File: src/rtl/serial_sub_ctrl.sv
// serial_sub_ctrl
// Bit-serial subtraction controller: computes a - b - bin over WIDTH bits,
// one full-subtractor step per clock, LSB first, with the running borrow
// held in a flop between steps.
//
// Ports
//   clk    : clock, all state updates on the rising edge
//   rst    : synchronous reset, active-high, overrides everything
//   start  : request, sampled only while busy=0
//   a, b   : minuend / subtrahend, captured on the accepting edge
//   bin    : borrow-in, captured on the accepting edge
//   busy   : operation in progress (WIDTH cycles per operation)
//   done   : one-cycle pulse, diff/bout were just updated
//   diff   : registered (a - b - bin) mod 2^WIDTH
//   bout   : registered final borrow, 1 when a < b + bin (unsigned)
//
// state | meaning
// ------+---------------------------------------------------------------
// IDLE  | waiting for start; results hold; start here loads the operands
// RUN   | one bit step per edge; the cnt==WIDTH-1 step publishes results

module serial_sub_ctrl #(
    parameter int WIDTH = 8
) (
    input  logic             clk,
    input  logic             rst,
    input  logic             start,
    input  logic [WIDTH-1:0] a,
    input  logic [WIDTH-1:0] b,
    input  logic             bin,
    output logic             busy,
    output logic             done,
    output logic [WIDTH-1:0] diff,
    output logic             bout
);

    typedef enum logic {
        IDLE = 1'b0,
        RUN  = 1'b1
    } state_t;

    localparam logic [4:0] CNT_LAST = 5'(WIDTH - 1);

    state_t           state;
    state_t           state_nxt;
    logic [WIDTH-1:0] a_sh;
    logic [WIDTH-1:0] b_sh;
    logic [4:0]       cnt;
    logic             borrow;
    logic             bit_d;
    logic             borrow_nxt;
    logic             load;
    logic             step;
    logic             last;
    logic [WIDTH-1:0] d_shift;

    // full-subtractor cell on the current LSBs
    assign bit_d      = a_sh[0] ^ b_sh[0] ^ borrow;
    assign borrow_nxt = (~a_sh[0] & b_sh[0]) | (~(a_sh[0] ^ b_sh[0]) & borrow);

    always_ff @(posedge clk) begin
        if (rst) begin
            state <= IDLE;
        end else begin
            state <= state_nxt;
        end
    end

    always_comb begin
        state_nxt = state;
        busy      = 1'b0;
        load      = 1'b0;
        step      = 1'b0;
        last      = 1'b0;
        case (state)
            IDLE: begin
                if (start) begin
                    load      = 1'b1;
                    state_nxt = RUN;
                end
            end
            RUN: begin
                busy = 1'b1;
                step = 1'b1;
                if (cnt == CNT_LAST) begin
                    last      = 1'b1;
                    state_nxt = IDLE;
                end
            end
            default: state_nxt = IDLE;
        endcase
    end

    // d_sh only needs the upper WIDTH-1 result bits; the last step's cell
    // output supplies the MSB directly, so the shifted-out bit is never stored.
    generate
        if (WIDTH == 1) begin : g_w1
            assign d_shift = bit_d;
        end else begin : g_wn
            logic [WIDTH-1:1] d_sh;

            assign d_shift = {bit_d, d_sh};

            always_ff @(posedge clk) begin
                if (rst || load) begin
                    d_sh <= '0;
                end else if (step) begin
                    d_sh <= d_shift[WIDTH-1:1];
                end
            end
        end
    endgenerate

    always_ff @(posedge clk) begin
        if (rst) begin
            a_sh   <= '0;
            b_sh   <= '0;
            cnt    <= '0;
            borrow <= 1'b0;
            diff   <= '0;
            bout   <= 1'b0;
            done   <= 1'b0;
        end else begin
            done <= 1'b0;
            if (load) begin
                a_sh   <= a;
                b_sh   <= b;
                borrow <= bin;
                cnt    <= '0;
            end else if (step) begin
                a_sh   <= a_sh >> 1;
                b_sh   <= b_sh >> 1;
                borrow <= borrow_nxt;
                if (last) begin
                    diff <= d_shift;
                    bout <= borrow_nxt;
                    done <= 1'b1;
                end else begin
                    cnt <= cnt + 5'd1;
                end
            end
        end
    end

endmodule

File: config.mk
export PLATFORM = sky130hd
export DESIGN_NAME = serial_sub_ctrl
export DESIGN_NICKNAME = d
export VERILOG_FILES = /design/src/rtl/serial_sub_ctrl.sv
export SDC_FILE = /design/constraint.sdc
export NUM_CORES = 1
export LEC_CHECK = 0
export BUFFER_PORTS_ARGS = -buffer_cell sky130_fd_sc_hd__buf_2
export CORE_UTILIZATION = 49
export CTS_CLUSTER_SIZE = 20
export DETAILED_ROUTE_END_ITERATION = 10
export PLACE_DENSITY_LB_ADDON = 0.3
export SLEW_MARGIN = 20
export SYNTH_ARGS = -nofsm -noshare
export SYNTH_HDL_FRONTEND = slang
export SYNTH_SLANG_ARGS = --single-unit
File: constraint.sdc
create_clock -name clk -period 1.9 [get_ports clk]
set_input_delay 0.095 -clock clk [delete_from_list [all_inputs] [get_ports clk]]
set_output_delay 0.095 -clock clk [all_outputs]
set_load 0.02 [all_outputs]
==> flow_summary.yaml, run 1 <==
run_status:
  status: "finished, final reports clean"
floorplanning:
  io_pins: 31
  start_util: 0.527
  core_um2: 3100
  die_w_um: 59.8
  die_h_um: 59.8
  row_count: 20
  die_area_um2: 3570
grt:
  grt.total_usage: 0.216
  met2_usage: 0.378
  overflow: 0
  grt_use_met3: 0.0671
  grt_start_max_net_pins: 21
  busiest_layer: "met2"
  first_global_vias: 1248
  grt_first_pass_wirelength_um: 5490
  grt.met1_usage: 0.231
  antenna_found_initial: 0
setup_path:
  critPathCaptureType: "register"
  slowest_stage: "o41ai_1"
  worst_setup_path_start_kind: "register"
  path_class: "register to register"
  arrival_ps: 2030
  ff2ff_path_depth: 2
  cp_max_fo: 19
  worstReg2RegEnd: "cnt[0]"
  crit_path_cell_trace: "clkinv_1 > o41ai_1"
  endpoint: "cnt[0]"
  timing.rr.start: "state"
  reg2reg_slack_ps: 80
  worstSetupStartpoint: "state"
  required_ps: 2100
  slowest_delay_ps: 680
final_layout:
  final_common_cell: "dfxtp_1"
  nets: 217
  utilization: 0.602
  syn_to_final_growth_pct: 14.3
  fill_cells: 302
  n_antenna_cell: 0
  fin_cells: 240
  layout-drive-gt1-share: 0.286
  mostFrequentLayoutCells: "dfxtp_1 (40), nand2_1 (31), buf_2 (30), a21oi_1 (17), mux2_2 (14)"
placement:
  dp_hpwl_um: 2330
  pre_cts_slack_ps: 247
  place_inst: 232
  port_buffers: 30
  place_congestion: 0.744
timing:
  min_period_ps: 1820
  period_share: 0.960
  report.final.slew_viol_count: 0
  worst_pin_slew_ps: 549
  finalWorstSetupSlack_ps: 76.2
  rsz0062_at_grt: "no"
  clock_skew_ps: 13.8
  setup-violations-final: 0
  hold_viol_final: 0
  holdWs_ps: 49.4
  fin_tns_setup_ps: 0
  relSlewSlack: 0.632
  fmax_mhz: 548
clock_network:
  post-cts-setup-buffers: 0
  clock-root-buffer: "clkbuf_4"
  cts_tree: "done"
  cts_buffers: 5
  clk_latency_ps: 360
  clock-sinks: 40
  clk_path_buf_depth: 2
  cts_hold_buf: 0
  cts_resized: 0
  clk_pin_slew_ps: 120
  h-tree-depth: 2
detailed_routing:
  vias_per_cell: 5.32
  postRouteAntennaNets: 0
  via_count: 1277
  wl_per_cell_um: 14.0
  wirelength_um: 3370
  drt_iter0_drc: 54
  drt-pass1-iter-count: 4
  drc: 0
power_and_ir_drop:
  peakVddDrop_v: 0.000524
  power_density_nw_per_um2: 800
  p_leak_uw: 0.000776
synthesis:
  synth_nets: 188
  syn_avg_cell_area_um2: 9.85
  syn_inst: 166
  seq_area_frac_synth: 0.490
  yosysWarnings: 0
  synth_cell_types: 30
  syn_area_um2: 1640
  synth-seq-cells: 40
flow_run:
  cap_violations: 0
hold_path:
  min_path_type: "input port to register"
  holdPathStages: 3
kinds of logic after synthesis:
| logic type | Yosys count | synth area share |
|---|---|---|
| XOR/XNOR | 1 | 0.00536 |
| buffers and inverters | 15 | 0.0405 |
| multiplexers | 23 | 0.151 |
| flip-flops | 40 | 0.490 |
| AND/OR/NAND/NOR | 50 | 0.150 |
| adder cells (fa/ha/maj) | 2 | 0.0199 |
| AO/OA/AOI/OAI | 35 | 0.143 |
registers in the layout, indices dropped and copies added, names as in the netlist:
signal and count:
a_sh 8, b_sh 8, diff 8, g_wn.d_sh 7, cnt 5, borrow 1
bout 1, done 1, state 1
area by class of cell:
cell class                 count  area [um^2]  share of cell area
clock buffer                   6         51.3              0.0274
tap                           44         55.1              0.0295
inverter                       5         18.8              0.0100
clock inverter                 2         10.0             0.00535
sequential                    40          801               0.428
timing repair buffer          32          165              0.0884
multi-input combinational    111          768               0.411
worst min-delay path by stage:
| stage | to | from | slack [ps] |
|---|---|---|---|
| CTS | a_sh[7] | a[7] | 50 |
| global route | a_sh[7] | a[7] | 60 |
| detailed placement | a_sh[7] | a[7] | 420 |
| floorplan | done | rst | 200 |
| finish | a_sh[7] | a[7] | 50 |
| global placement | b_sh[7] | b[7] | 380 |
synth_stat cells (all sizes together):
cell type,count,share of area
nand4,2,0.0076
o21ai,2,0.0061
buf,9,0.027
clkbuf,1,0.0023
o211a,1,0.0061
xor2,1,0.0054
inv,4,0.0092
o41ai,1,0.0054
ha,1,0.0076
clkinv,1,0.0023
fa,1,0.012
a22o,9,0.048
o21a,1,0.0046
a311oi,1,0.0054
a21oi,17,0.052
nor3,2,0.0061
dfxtp,40,0.49
mux2i,9,0.055
or3,1,0.0038
nand3b,1,0.0046
o31a,1,0.0054
mux2,14,0.096
nor4,1,0.013
nand2b,2,0.0076
a211oi,1,0.0046
nor4bb,1,0.015
nor2,9,0.021
nand2,31,0.071
o2111ai,1,0.0054
worst max-delay path: cells and delay by family, from the launching register on:
family                 cells  cell delay [ps]
DFF                        1              480
buffers and inverters      1              510
AOI/OAI and AO/OA          1              680
layer usage:
metal	wire (um)	vias up	share of wire
li1	-	633	-
met1	1400	605	0.41
met4	107	0	0.032
met5	0	-	0
met2	1730	28	0.51
met3	135	11	0.040
per-stage QoR:
stage / instance area, um^2 / power (uW)
final: 1870 / 1500
after global routing: 1870 / 1560
after CTS: 1870 / 1510
after detailed placement: 1810 / 1060
after global placement: 1810 / 1050
after floorplan: 1640 / 1010
where the power goes:
group,switching [uW],leakage (uW),internal [uW],total [uW]
clock,277,0.0000380,176,453
combinational,85.4,0.000413,73.7,159
sequential,17.7,0.000325,866,884
Power figures use the tool's default switching activity.
==> run 2, diff against run 1 <==
==> constraint.sdc (replaced) <==
create_clock -name clk -period 1.9 [get_ports clk]
set_input_delay 0.475 -clock clk [delete_from_list [all_inputs] [get_ports clk]]
set_output_delay 0.475 -clock clk [all_outputs]
set_load 0.02 [all_outputs]
==> run 2 against run 1 <==
Compared with the run above:
- worst setup slack improved by 110 ps
- sequential power about the same
- final cell count fell by 1.3%
- highest routed layer unchanged
- core utilization decreased by 0.77 points
- global-route usage down 3.5 points
- sequential share of layout area is 0.55 points higher
- count of clock-buffer cells in the layout is 1 lower
- hold slack improved by 380 ps
- combinational power down 3%
==> flow_summary.yaml, run 2 (synthesized netlist as in run 1, its figures left out) <==
timing:
  finalWorstSetupSlack_ps: 183
  holdWs_ps: 429
  worst_pin_slew_ps: 575
  relSlewSlack: 0.614
  rsz0062_at_grt: "no"
  fmax_mhz: 582
  hold_viol_final: 0
  setup-violations-final: 0
  fin_tns_setup_ps: 0
  period_share: 0.904
  clock_skew_ps: 4.01
  report.final.slew_viol_count: 0
  min_period_ps: 1720
clock_network:
  post-cts-setup-buffers: 0
  cts_resized: 0
  h-tree-depth: 2
  clk_pin_slew_ps: 100
  cts_buffers: 5
  clk_path_buf_depth: 2
  clk_latency_ps: 330
  cts_hold_buf: 0
  clock-sinks: 40
  clock-root-buffer: "clkbuf_4"
  cts_tree: "done"
power_and_ir_drop:
  peakVddDrop_v: 0.000506
  p_leak_uw: 0.000761
  power_density_nw_per_um2: 758
floorplanning:
  die_area_um2: 3570
  io_pins: 31
  core_um2: 3100
  die_w_um: 59.8
  die_h_um: 59.8
  row_count: 20
  start_util: 0.527
placement:
  place_area_um2: 1810
  dp_hpwl_um: 2020
  pre_cts_slack_ps: 297
  port_buffers: 30
  place_congestion: 0.729
setup_path:
  cp_max_fo: 11
  required_ps: 1420
  arrival_ps: 1240
  path_class: "register to output pin"
  crit_buf_inv: 2
  critPathCaptureType: "output pin"
  worst_setup_path_start_kind: "register"
  slowest_stage: "dfxtp_1"
  crit_family: "flip-flops"
  slowest_delay_ps: 490
  reg2reg_slack_ps: 280
  crit_path_cell_trace: "buf_4 > buf_2"
detailed_routing:
  postRouteAntennaNets: 0
  drc: 0
  via_count: 1235
  wl_per_cell_um: 12.2
  drt-pass1-iter-count: 4
  vias_per_cell: 5.21
  drt_iter0_drc: 49
  wirelength_um: 2890
final_layout:
  fill_cells: 297
  stdcell_area_um2: 1850
  mostFrequentLayoutCells: "dfxtp_1 (40), nand2_1 (31), buf_2 (30), a21oi_1 (17), mux2_2 (14)"
  n_antenna_cell: 0
  nets: 217
  syn_to_final_growth_pct: 12.9
  layout-drive-gt1-share: 0.275
  reg_top3: "a_sh: 8 flops, b_sh: 8 flops, diff: 8 flops"
  utilization: 0.595
  final_common_cell: "dfxtp_1"
grt:
  grt.total_usage: 0.182
  overflow: 0
  grt_start_max_net_pins: 21
  antenna_found_initial: 0
  first_global_vias: 1100
  grt_first_pass_wirelength_um: 4750
flow_run:
  cap_violations: 0
hold_path:
  min_path_type: "input port to register"
run_status:
  status: "finished, final reports clean"
-- run 2: cell count changes in the layout (fill, tap and decap cells not counted), sizes merged --
| cell | before | now |
|---|---|---|
| clkinv | 3 | 1 |
| clkbuf | 6 | 5 |
-- run 2: report_power, final --
group	internal [uW]	total (uW)	leakage (uW)	switching, uW
sequential	866	882	0.000325	16.7
combinational	73.7	155	0.000413	81.2
clock	124	361	0.0000230	237
total	1060	1400	0.000761	335
-- run 2: tightest hold or removal path: stages --
cell	delay, ps
buf_2	70
mux2i_1	50
nor3_1	110
-- run 2: metrics by stage --
stage / power (uW) / instances
after floorplan: 1010 / 166
after global placement: 1050 / 232
after detailed placement: 1060 / 232
after CTS: 1410 / 237
after global routing: 1470 / 237
final: 1400 / 237
-- run 2: layer usage --
layer	up-vias	wire length, um	global-route usage	share of wire
met3	7	116	0.0455	0.040
li1	633	-	-	-
met1	572	1420	0.223	0.49
met2	23	1300	0.295	0.45
met5	-	0	0	0
met4	0	53	0.0897	0.018
-- run 2: worst paths after layout --
| check | end | from | cells after the start |
|---|---|---|---|
| worst min-delay path | b_sh[7] | b[7] | 3 |
| worst max-delay path | busy | state | 2 |
| worst max register to register | diff[2] | cnt[0] | 4 |
| worst min register to register | a_sh[2] | a_sh[3] | 2 |
-- run 2: area by class of cell --
type / instances / area, um^2 / area share
flip-flops and latches: 40 / 801 / 0.434
repair buffers: 32 / 165 / 0.0895
inverters: 5 / 18.8 / 0.0102
well taps: 44 / 55.1 / 0.0298
multi-input cells: 111 / 768 / 0.416
clock buffers: 5 / 37.5 / 0.0203
==> run 3, diff against run 2 <==
Settings changed: PLACE_DENSITY set to 0.72, PLACE_DENSITY_LB_ADDON 0.3 to not set.
==> run 3 against run 2 <==
Compared with the run above:
- sequential power about the same
- via count increased by 1.5%
- largest cell class unchanged
- critical endpoint unchanged
- non-clock buffer count unchanged
- global-route usage increased by 1.8 points
- sequential share of layout area decreased by 0.55 points
- largest power group unchanged
- clock skew increased by 13 ps
- core utilization increased by 0.77 points
- clock power increased by 24%
- total power increased by 6.3%
==> flow_summary.yaml, run 3 (synthesized netlist as in run 1, its figures left out) <==
run_status:
  status: "finished, final reports clean"
final_layout:
  stdcell_area_um2: 1870
  reg_top3: "a_sh: 8 flops, b_sh: 8 flops, diff: 8 flops"
  n_antenna_cell: 0
  mostFrequentLayoutCells: "dfxtp_1 (40), nand2_1 (31), buf_2 (30), a21oi_1 (17), mux2_2 (14)"
  layout-drive-gt1-share: 0.286
  nets: 217
  final_common_cell: "dfxtp_1"
  fill_cells: 283
  syn_to_final_growth_pct: 14.3
  fin_cells: 240
setup_path:
  slowest_delay_ps: 500
  ff2ff_path_depth: 3
  crit_family: "flip-flops"
  required_ps: 1420
  timing.rr.start: "state"
  critPathCaptureType: "output pin"
  slowest_stage: "dfxtp_1"
  worstReg2RegEnd: "cnt[0]"
  crit_buf_inv: 2
  path_class: "register to output pin"
  worst_setup_path_start_kind: "register"
  reg2reg_slack_ps: 300
  cp_max_fo: 10
  crit_path_cell_trace: "buf_4 > buf_2"
  arrival_ps: 1260
placement:
  place_congestion: 0.715
  place_inst: 232
  place_area_um2: 1810
  pre_cts_slack_ps: 309
  port_buffers: 30
  dp_hpwl_um: 2150
floorplanning:
  io_pins: 31
  start_util: 0.527
  die_w_um: 59.8
  die_area_um2: 3570
  die_h_um: 59.8
  core_um2: 3100
  row_count: 20
clock_network:
  clock-sinks: 40
  cts_buffers: 5
  clk_latency_ps: 350
  cts_resized: 0
  clk_path_buf_depth: 2
  h-tree-depth: 2
  clock-root-buffer: "clkbuf_4"
  cts_hold_buf: 0
  post-cts-setup-buffers: 0
  clk_pin_slew_ps: 110
  cts_tree: "done"
grt:
  overflow: 0
  first_global_vias: 1162
  antenna_found_initial: 0
  grt_first_pass_wirelength_um: 5150
  grt_start_max_net_pins: 21
  grt.total_usage: 0.199
detailed_routing:
  drt_iter0_drc: 54
  wl_per_cell_um: 12.7
  drt-pass1-iter-count: 4
  via_count: 1254
  wirelength_um: 3060
  drc: 0
  postRouteAntennaNets: 0
  vias_per_cell: 5.23
timing:
  clock_skew_ps: 17.3
  finalWorstSetupSlack_ps: 166
  report.final.slew_viol_count: 0
  setup-violations-final: 0
  worst_pin_slew_ps: 536
  fin_tns_setup_ps: 0
  hold_viol_final: 0
  min_period_ps: 1730
  fmax_mhz: 577
  rsz0062_at_grt: "no"
  period_share: 0.912
  relSlewSlack: 0.640
hold_path:
  holdCritStartpoint: "b[7]"
  whs_endpoint: "b_sh[7]"
  holdPathStages: 3
  min_path_type: "input port to register"
flow_run:
  cap_violations: 0
power_and_ir_drop:
  p_leak_uw: 0.000776
  peakVddDrop_v: 0.000597
  power_density_nw_per_um2: 795
  total_power_uw: 1490
## run 3: worst reg2reg max path, stage by stage, from the launching register on
cell and delay, ps:
dfxtp_1 500, clkinv_1 500, o2111ai_1 370, o41ai_1 110
## run 3: where the power goes
part	total (uW)	internal, uW	switching (uW)	leakage (uW)
Clock	448	176	272	0.0000380
Sequential	883	866	17.4	0.000325
Combinational	155	73.5	81.8	0.000413
Total	1490	1120	371	0.000776
## run 3: worst max-delay path by stage
stage	startpoint	to	slack (ps)	cells after the start
after CTS	state	busy	170	2
after floorplan	cnt[0]	bout	500	5
after global routing	state	busy	110	2
final	state	busy	170	2
after detailed placement	rst	diff[4]	310	3
after global placement	rst	diff[0]	360	3
## run 3: routing by layer
layer,wire length (um),GRT usage
met5,0,0
met3,119,0.0693
met1,1380,0.231
met4,42,0.0764
met2,1510,0.337
## run 3: cell type report
| type | count | area, um^2 | share of cell area |
|---|---|---|---|
| Sequential cell | 40 | 801 | 0.428 |
| Multi-Input combinational cell | 111 | 768 | 0.411 |
| Timing Repair Buffer | 32 | 165 | 0.0884 |
| Tap cell | 44 | 55.1 | 0.0295 |
| Clock buffer | 6 | 51.3 | 0.0274 |
| Inverter | 5 | 18.8 | 0.0100 |
| Clock inverter | 2 | 10.0 | 0.00535 |
## run 3: per-stage QoR
step	hold WS, ps	utilization
floorplan	429	-
detailed placement	441	0.583
global route	448	0.602
finish	423	0.602
CTS	412	0.602
global placement	433	0.583
